===== src/rtl/wb_arb_pkg.sv =====
// Shared types and bus widths for the two-master Wishbone RAM arbiter.
// Holds the FSM state encoding and the Wishbone data/address/select widths.
package wb_arb_pkg;

    typedef enum logic [1:0] {
        IDLE  = 2'd0,
        GNT0  = 2'd1,
        GNT1  = 2'd2,
        ABORT = 2'd3
    } arb_state_t;

    localparam int WB_DW   = 32;
    localparam int WB_AW   = 32;
    localparam int WB_SELW = 4;

endpackage


===== src/rtl/wb_timeout_cnt.sv =====
// Per-transfer watchdog: counts stalled cycles and flags the last allowed one.
// Ports: clk_i, rst_i (async, active-high), en_i (stall cycle), clr_i (restart),
//        expire_o (high on the stall cycle where the count reaches the limit).
module wb_timeout_cnt #(
    parameter int TIMEOUT_CYCLES = 16,
    parameter int CNT_WIDTH      = 8
) (
    input  logic clk_i,
    input  logic rst_i,
    input  logic en_i,
    input  logic clr_i,
    output logic expire_o
);

    localparam logic [CNT_WIDTH-1:0] LAST = CNT_WIDTH'(TIMEOUT_CYCLES - 1);
    localparam logic [CNT_WIDTH-1:0] ONE  = CNT_WIDTH'(1);

    logic [CNT_WIDTH-1:0] cnt_q;
    logic [CNT_WIDTH-1:0] cnt_d;

    // Expiry is only meaningful on a cycle that is still stalled.
    assign expire_o = en_i & (cnt_q == LAST);

    always_comb begin
        cnt_d = cnt_q;
        if (clr_i) begin
            cnt_d = '0;
        end else if (en_i) begin
            cnt_d = cnt_q + ONE;
        end
    end

    always_ff @(posedge clk_i or posedge rst_i) begin
        if (rst_i) begin
            cnt_q <= '0;
        end else begin
            cnt_q <= cnt_d;
        end
    end

endmodule


===== src/rtl/wb_ram_arbiter.sv =====
// Two-master round-robin Wishbone arbiter in front of the OpenRAM wrapper.
// Ports: wb_clk_i/wb_rst_i, m0_*/m1_* master buses, s_* slave bus to the RAM.
module wb_ram_arbiter
    import wb_arb_pkg::*;
#(
    parameter int TIMEOUT_CYCLES = 16,
    parameter int CNT_WIDTH      = 8
) (
    input  logic               wb_clk_i,
    input  logic               wb_rst_i,

    input  logic               m0_cyc_i,
    input  logic               m0_stb_i,
    input  logic               m0_we_i,
    input  logic [WB_SELW-1:0] m0_sel_i,
    input  logic [WB_AW-1:0]   m0_adr_i,
    input  logic [WB_DW-1:0]   m0_dat_i,
    output logic               m0_ack_o,
    output logic               m0_err_o,
    output logic [WB_DW-1:0]   m0_dat_o,

    input  logic               m1_cyc_i,
    input  logic               m1_stb_i,
    input  logic               m1_we_i,
    input  logic [WB_SELW-1:0] m1_sel_i,
    input  logic [WB_AW-1:0]   m1_adr_i,
    input  logic [WB_DW-1:0]   m1_dat_i,
    output logic               m1_ack_o,
    output logic               m1_err_o,
    output logic [WB_DW-1:0]   m1_dat_o,

    output logic               s_cyc_o,
    output logic               s_stb_o,
    output logic               s_we_o,
    output logic [WB_SELW-1:0] s_sel_o,
    output logic [WB_AW-1:0]   s_adr_o,
    output logic [WB_DW-1:0]   s_dat_o,
    input  logic               s_ack_i,
    input  logic [WB_DW-1:0]   s_dat_i
);

    arb_state_t state_q;
    arb_state_t state_d;
    logic       last_gnt_q;
    logic       last_gnt_d;

    logic req0;
    logic req1;
    logic in_gnt;
    logic tmo_en;
    logic tmo_clr;
    logic expire;

    assign req0   = m0_cyc_i & m0_stb_i;
    assign req1   = m1_cyc_i & m1_stb_i;
    assign in_gnt = (state_q == GNT0) | (state_q == GNT1);

    // Only a strobed, un-acked cycle in a grant state counts as a stall.
    assign tmo_en  = in_gnt & s_stb_o & ~s_ack_i;
    assign tmo_clr = ~in_gnt | ~s_stb_o | s_ack_i | (state_d != state_q);

    wb_timeout_cnt #(
        .TIMEOUT_CYCLES (TIMEOUT_CYCLES),
        .CNT_WIDTH      (CNT_WIDTH)
    ) u_tmo (
        .clk_i    (wb_clk_i),
        .rst_i    (wb_rst_i),
        .en_i     (tmo_en),
        .clr_i    (tmo_clr),
        .expire_o (expire)
    );

    always_comb begin
        state_d    = state_q;
        last_gnt_d = last_gnt_q;
        unique case (state_q)
            IDLE: begin
                if (req0 & req1) begin
                    state_d = last_gnt_q ? GNT0 : GNT1;
                end else if (req0) begin
                    state_d = GNT0;
                end else if (req1) begin
                    state_d = GNT1;
                end
            end
            GNT0: begin
                if (expire) begin
                    state_d = ABORT;
                end else if (!m0_cyc_i) begin
                    state_d = req1 ? GNT1 : IDLE;
                end
            end
            GNT1: begin
                if (expire) begin
                    state_d = ABORT;
                end else if (!m1_cyc_i) begin
                    state_d = req0 ? GNT0 : IDLE;
                end
            end
            ABORT: begin
                // last_gnt still names the aborted master.
                if (!last_gnt_q && !m0_cyc_i) begin
                    state_d = req1 ? GNT1 : IDLE;
                end else if (last_gnt_q && !m1_cyc_i) begin
                    state_d = req0 ? GNT0 : IDLE;
                end
            end
            default: state_d = IDLE;
        endcase

        if (state_d != state_q) begin
            if (state_d == GNT0) last_gnt_d = 1'b0;
            if (state_d == GNT1) last_gnt_d = 1'b1;
        end
    end

    always_ff @(posedge wb_clk_i or posedge wb_rst_i) begin
        if (wb_rst_i) begin
            state_q    <= IDLE;
            last_gnt_q <= 1'b1;
        end else begin
            state_q    <= state_d;
            last_gnt_q <= last_gnt_d;
        end
    end

    always_comb begin
        s_cyc_o  = 1'b0;
        s_stb_o  = 1'b0;
        s_we_o   = 1'b0;
        s_sel_o  = '0;
        s_adr_o  = '0;
        s_dat_o  = '0;
        m0_ack_o = 1'b0;
        m0_err_o = 1'b0;
        m0_dat_o = '0;
        m1_ack_o = 1'b0;
        m1_err_o = 1'b0;
        m1_dat_o = '0;
        if (state_q == GNT0) begin
            s_cyc_o  = m0_cyc_i;
            s_stb_o  = m0_stb_i;
            s_we_o   = m0_we_i;
            s_sel_o  = m0_sel_i;
            s_adr_o  = m0_adr_i;
            s_dat_o  = m0_dat_i;
            m0_ack_o = s_ack_i;
            m0_err_o = expire;
            m0_dat_o = s_dat_i;
        end else if (state_q == GNT1) begin
            s_cyc_o  = m1_cyc_i;
            s_stb_o  = m1_stb_i;
            s_we_o   = m1_we_i;
            s_sel_o  = m1_sel_i;
            s_adr_o  = m1_adr_i;
            s_dat_o  = m1_dat_i;
            m1_ack_o = s_ack_i;
            m1_err_o = expire;
            m1_dat_o = s_dat_i;
        end
    end

endmodule


===== config.mk =====
export PLATFORM = sky130hd
export DESIGN_NAME = wb_ram_arbiter
export DESIGN_NICKNAME = d
export VERILOG_FILES = /design/src/rtl/wb_arb_pkg.sv /design/src/rtl/wb_timeout_cnt.sv /design/src/rtl/wb_ram_arbiter.sv
export SDC_FILE = /design/constraint.sdc
export NUM_CORES = 1
export LEC_CHECK = 0
export BUFFER_PORTS_ARGS = -buffer_cell sky130_fd_sc_hd__buf_2
export CAP_MARGIN = 20
export CORE_AREA = 2 2 124 126
export CTS_CLUSTER_SIZE = 40
export DETAILED_ROUTE_END_ITERATION = 6
export DIE_AREA = 0 0 126 128
export GPL_TIMING_DRIVEN = 0
export PLACE_DENSITY = 0.56
export RECOVER_POWER = 50
export SLEW_MARGIN = 25
export SYNTH_ARGS = -nofsm -noshare
export SYNTH_HDL_FRONTEND = slang
export SYNTH_SLANG_ARGS = --single-unit

===== constraint.sdc =====
create_clock -name wb_clk_i -period 4.15 [get_ports wb_clk_i]
set_clock_uncertainty 0.1 [all_clocks]
set_input_delay 0.83 -clock wb_clk_i [delete_from_list [all_inputs] [get_ports wb_clk_i]]
set_output_delay 0.83 -clock wb_clk_i [all_outputs]
set_load 0.01 [all_outputs]

==> flow_summary_export.csv <==
group,metric,value,unit
outcome,status,"complete, no violations",
placed_design,dpl.cell_count,753,
finish,nets,753,
finish,utilization,25.5,%
synthesis,syn_avg_cell_area,7.86,um^2
global_routing,grt.overflow.total,0,
synthesis,yosysWarningCount,0,
power,power.density,584,nW/um^2
timing,finalSetupTns,0,ns
power,p_leak,2.16,nW
route,detail_route.wl_per_cell,16.3,um
clock_network,clk_latency,0.24,ns
floorplan,coreArea,14900,um^2
synthesis,syn_area,1970,um^2
route,wl,12400,um
floorplan,dieWidth,126,um
worst_setup_path,startpoint_type,"flop",
timing,post-route-period-util,90.5,%
worst_setup_path,r2r_cells,10,
worst_hold_path,min_to,"u_tmo.cnt_q[0]$_DFFE_PP0P_",
global_routing,grt_max_degree,12,
synthesis,ys_top_cells_by_count,"69 x a22o_1, 68 x and2_1, 22 x clkbuf_1",
floorplan,initial_core_util,13.2,%
synthesis,synth_cell_types,41,
synthesis,synth_seq_cells,11,
placed_design,hpwl,10900,um
route,drt_iter0_drc,156,
worst_setup_path,worstSetupPathType,"flop to output port",
placed_design,place_ws,0.523,ns
worst_setup_path,cp.required,3.22,ns
global_routing,grt_usage,13.5,%
finish,multi_input_area,1540,um^2
timing,worst_slack,0.393,ns
clock_network,cts_buffers,3,
finish,drive_gt1_share,52.5,%
route,via_per_inst,4.16,
timing,final-setup-viol-count,0,
power,comb_power_share,85.3,%
floorplan,std_cell_rows,45,
clock_network,htreeDepth,1,
floorplan,ioPinCount,316,
clock_network,clockRootBuffer,"clkbuf_16",
finish,final_cells,758,
finish,final-seq-area,277,um^2
route,vias,3150,
route,ant_nets,0,
global_routing,antenna_found_initial,1,
timing,worstMarginPinSlew,0.598,ns
clock_network,cts-hold-fix-buffers,0,
worst_setup_path,r2r_start,"state_q[0]$_DFF_PP0_",
timing,fmax,266,MHz
power,p_int,1.06,mW
timing,drv_slew,0,
worst_hold_path,hp-class,"flop to flop",
run,max_cap_viol_count,0,
global_routing,grt_pass1_vias,2900,
global_routing,grt_pass1_wl,17200,um
floorplan,die_h,128,um
synthesis,syn_nets,433,
clock_network,cts_resized,0,
placed_design,place_congestion,0.833,
power,p_seq_share,6.9,%
timing,hold_viol_final,0,
timing,period_minus_slack,3.76,ns
worst_setup_path,cp_max_fo,10,
finish,fillers,1682,
synthesis,synth.most_common_cell,"a22o_1",
placed_design,port_buffers,315,
synthesis,synth_top_area_share,30.7,%
power,p_sw_share,52.2,%
timing,rsz0062_at_grt,"no",
synthesis,synth.area.top_cells,"a22o_1 31%, and2_1 22%, dfrtp_1 13%",
finish,area_growth,92.9,%
clock_network,clockBufferDepth,2,
worst_hold_path,hold_start,"u_tmo.cnt_q[0]$_DFFE_PP0P_",
timing,relSlewSlack,60.2,%
synthesis,async_flop_share,100,%
worst_setup_path,endpoint_kind,"output port",
clock_network,cts_tree,"done",
synthesis,synth-edff-count,0,
clock_network,postCtsSetupBuffers,0,
worst_setup_path,rrSetupSlack,1.22,ns
synthesis,synth-main-ff-cell,"dfrtp_1",
clock_network,cts.sinks,11,
power,p_clk_share,7.8,%
floorplan,die_area,16100,um^2
route,first_pass_iters,4,
clock_network,clk_pin_slew,0.04,ns
power,p_sw,1.15,mW
worst_hold_path,holdPathStages,1,
power,ir_drop,0.000202,V
synthesis,synthCells,250,
worst_setup_path,r2r-end,"last_gnt_q$_DFFE_PP1P_",
synthesis,yosysSeqAreaShare,14.1,%
worst_setup_path,arrival,2.83,ns
synthesis,yosysTopAreaCell,"a22o_1",
route,route.detailed.drc,0,
[power groups by stage]
stage	Sequential [mW]	Clock, mW	Combinational, mW
2_1_floorplan	0.146	0	1.14
3_5_place_dp	0.154	0	1.94
4_1_cts	0.153	0.177	1.96
5_1_grt	0.155	0.184	2.06
3_3_place_gp	0.154	0	1.95
6_report	0.153	0.173	1.89
[sequential cells by signal, indices dropped and copies added, names as in the netlist]
| register | cells |
|---|---|
| state_q | 2 |
| u_tmo.cnt_q | 8 |
| last_gnt_q | 1 |
[per-stage QoR]
stage	power (mW)	area, um^2	hold slack (ns)
after CTS	2.29	3860	0.362
after global routing	2.40	3790	0.391
after floorplan	1.28	1970	0.333
after detailed placement	2.09	3780	0.356
after global placement	2.11	3780	0.353
final	2.21	3790	0.357
[worst max path at each step]
stage / startpoint / end / slack (ns) / cells after the start
after floorplan: state_q[1]$_DFF_PP0_ / s_adr_o[0] / 1.44 / 7
after global placement: state_q[1]$_DFF_PP0_ / s_dat_o[0] / 0.53 / 8
after detailed placement: state_q[1]$_DFF_PP0_ / s_adr_o[29] / 0.52 / 8
after CTS: state_q[1]$_DFF_PP0_ / s_adr_o[29] / 0.26 / 8
after global routing: state_q[1]$_DFF_PP0_ / s_adr_o[29] / 0.02 / 8
final: state_q[1]$_DFF_PP0_ / s_adr_o[29] / 0.39 / 8
[cells by family after synthesis]
logic type | Yosys count | synth area share, %
xor+xnor | 6 | 2.67
simple gates | 105 | 32.7
flops | 11 | 14.1
fa+ha+maj | 6 | 3.82
compound gates | 90 | 39.1
buf+inv | 30 | 6.11
mux | 2 | 1.46
[area by class of cell]
class                      instances  share of cell area, %
multi-input combinational        209                   40.6
clock buffer                       4                   2.08
sequential                        11                   7.29
antenna                            1                 0.0660
tap                              188                   6.20
buffer                            23                   2.48
timing repair buffer             315                   40.6
inverter                           7                  0.693
[routing by layer]
| layer | track usage, % | vias up | part of all wire (%) |
|---|---|---|---|
| li1 | - | 1560 | - |
| met1 | 19.9 | 1434 | 46 |
| met2 | 21.0 | 152 | 45 |
| met3 | 2.63 | 4 | 8.4 |
| met4 | 1.36 | 0 | 0.22 |
| met5 | 0 | - | 0 |
[placed cells by master, fill, tap and decap left out, types with 2 or more instances in the layout]
cell,count
nand3_1,4
xor2_1,3
inv_1,7
clkbuf_1,52
nor2_1,10
xnor2_1,3
a21oi_1,7
and3_1,2
ha_1,6
dfrtp_1,10
nand4_1,2
o21ai_0,4
and2_1,40
clkbuf_16,3
nand2_1,7
a22o_1,69
nor2b_1,3
buf_2,286
and2_0,28
[critical path: stages, from the launching register on]
cell,delay (ns)
dfrtp_1,0.46
inv_1,0.10
ha_1,0.21
buf_6,0.15
nor2b_1,0.25
clkbuf_1,0.51
clkbuf_1,0.50
a22o_1,0.23
buf_2,0.19
No activity file was read; power rests on OpenSTA's default activity.
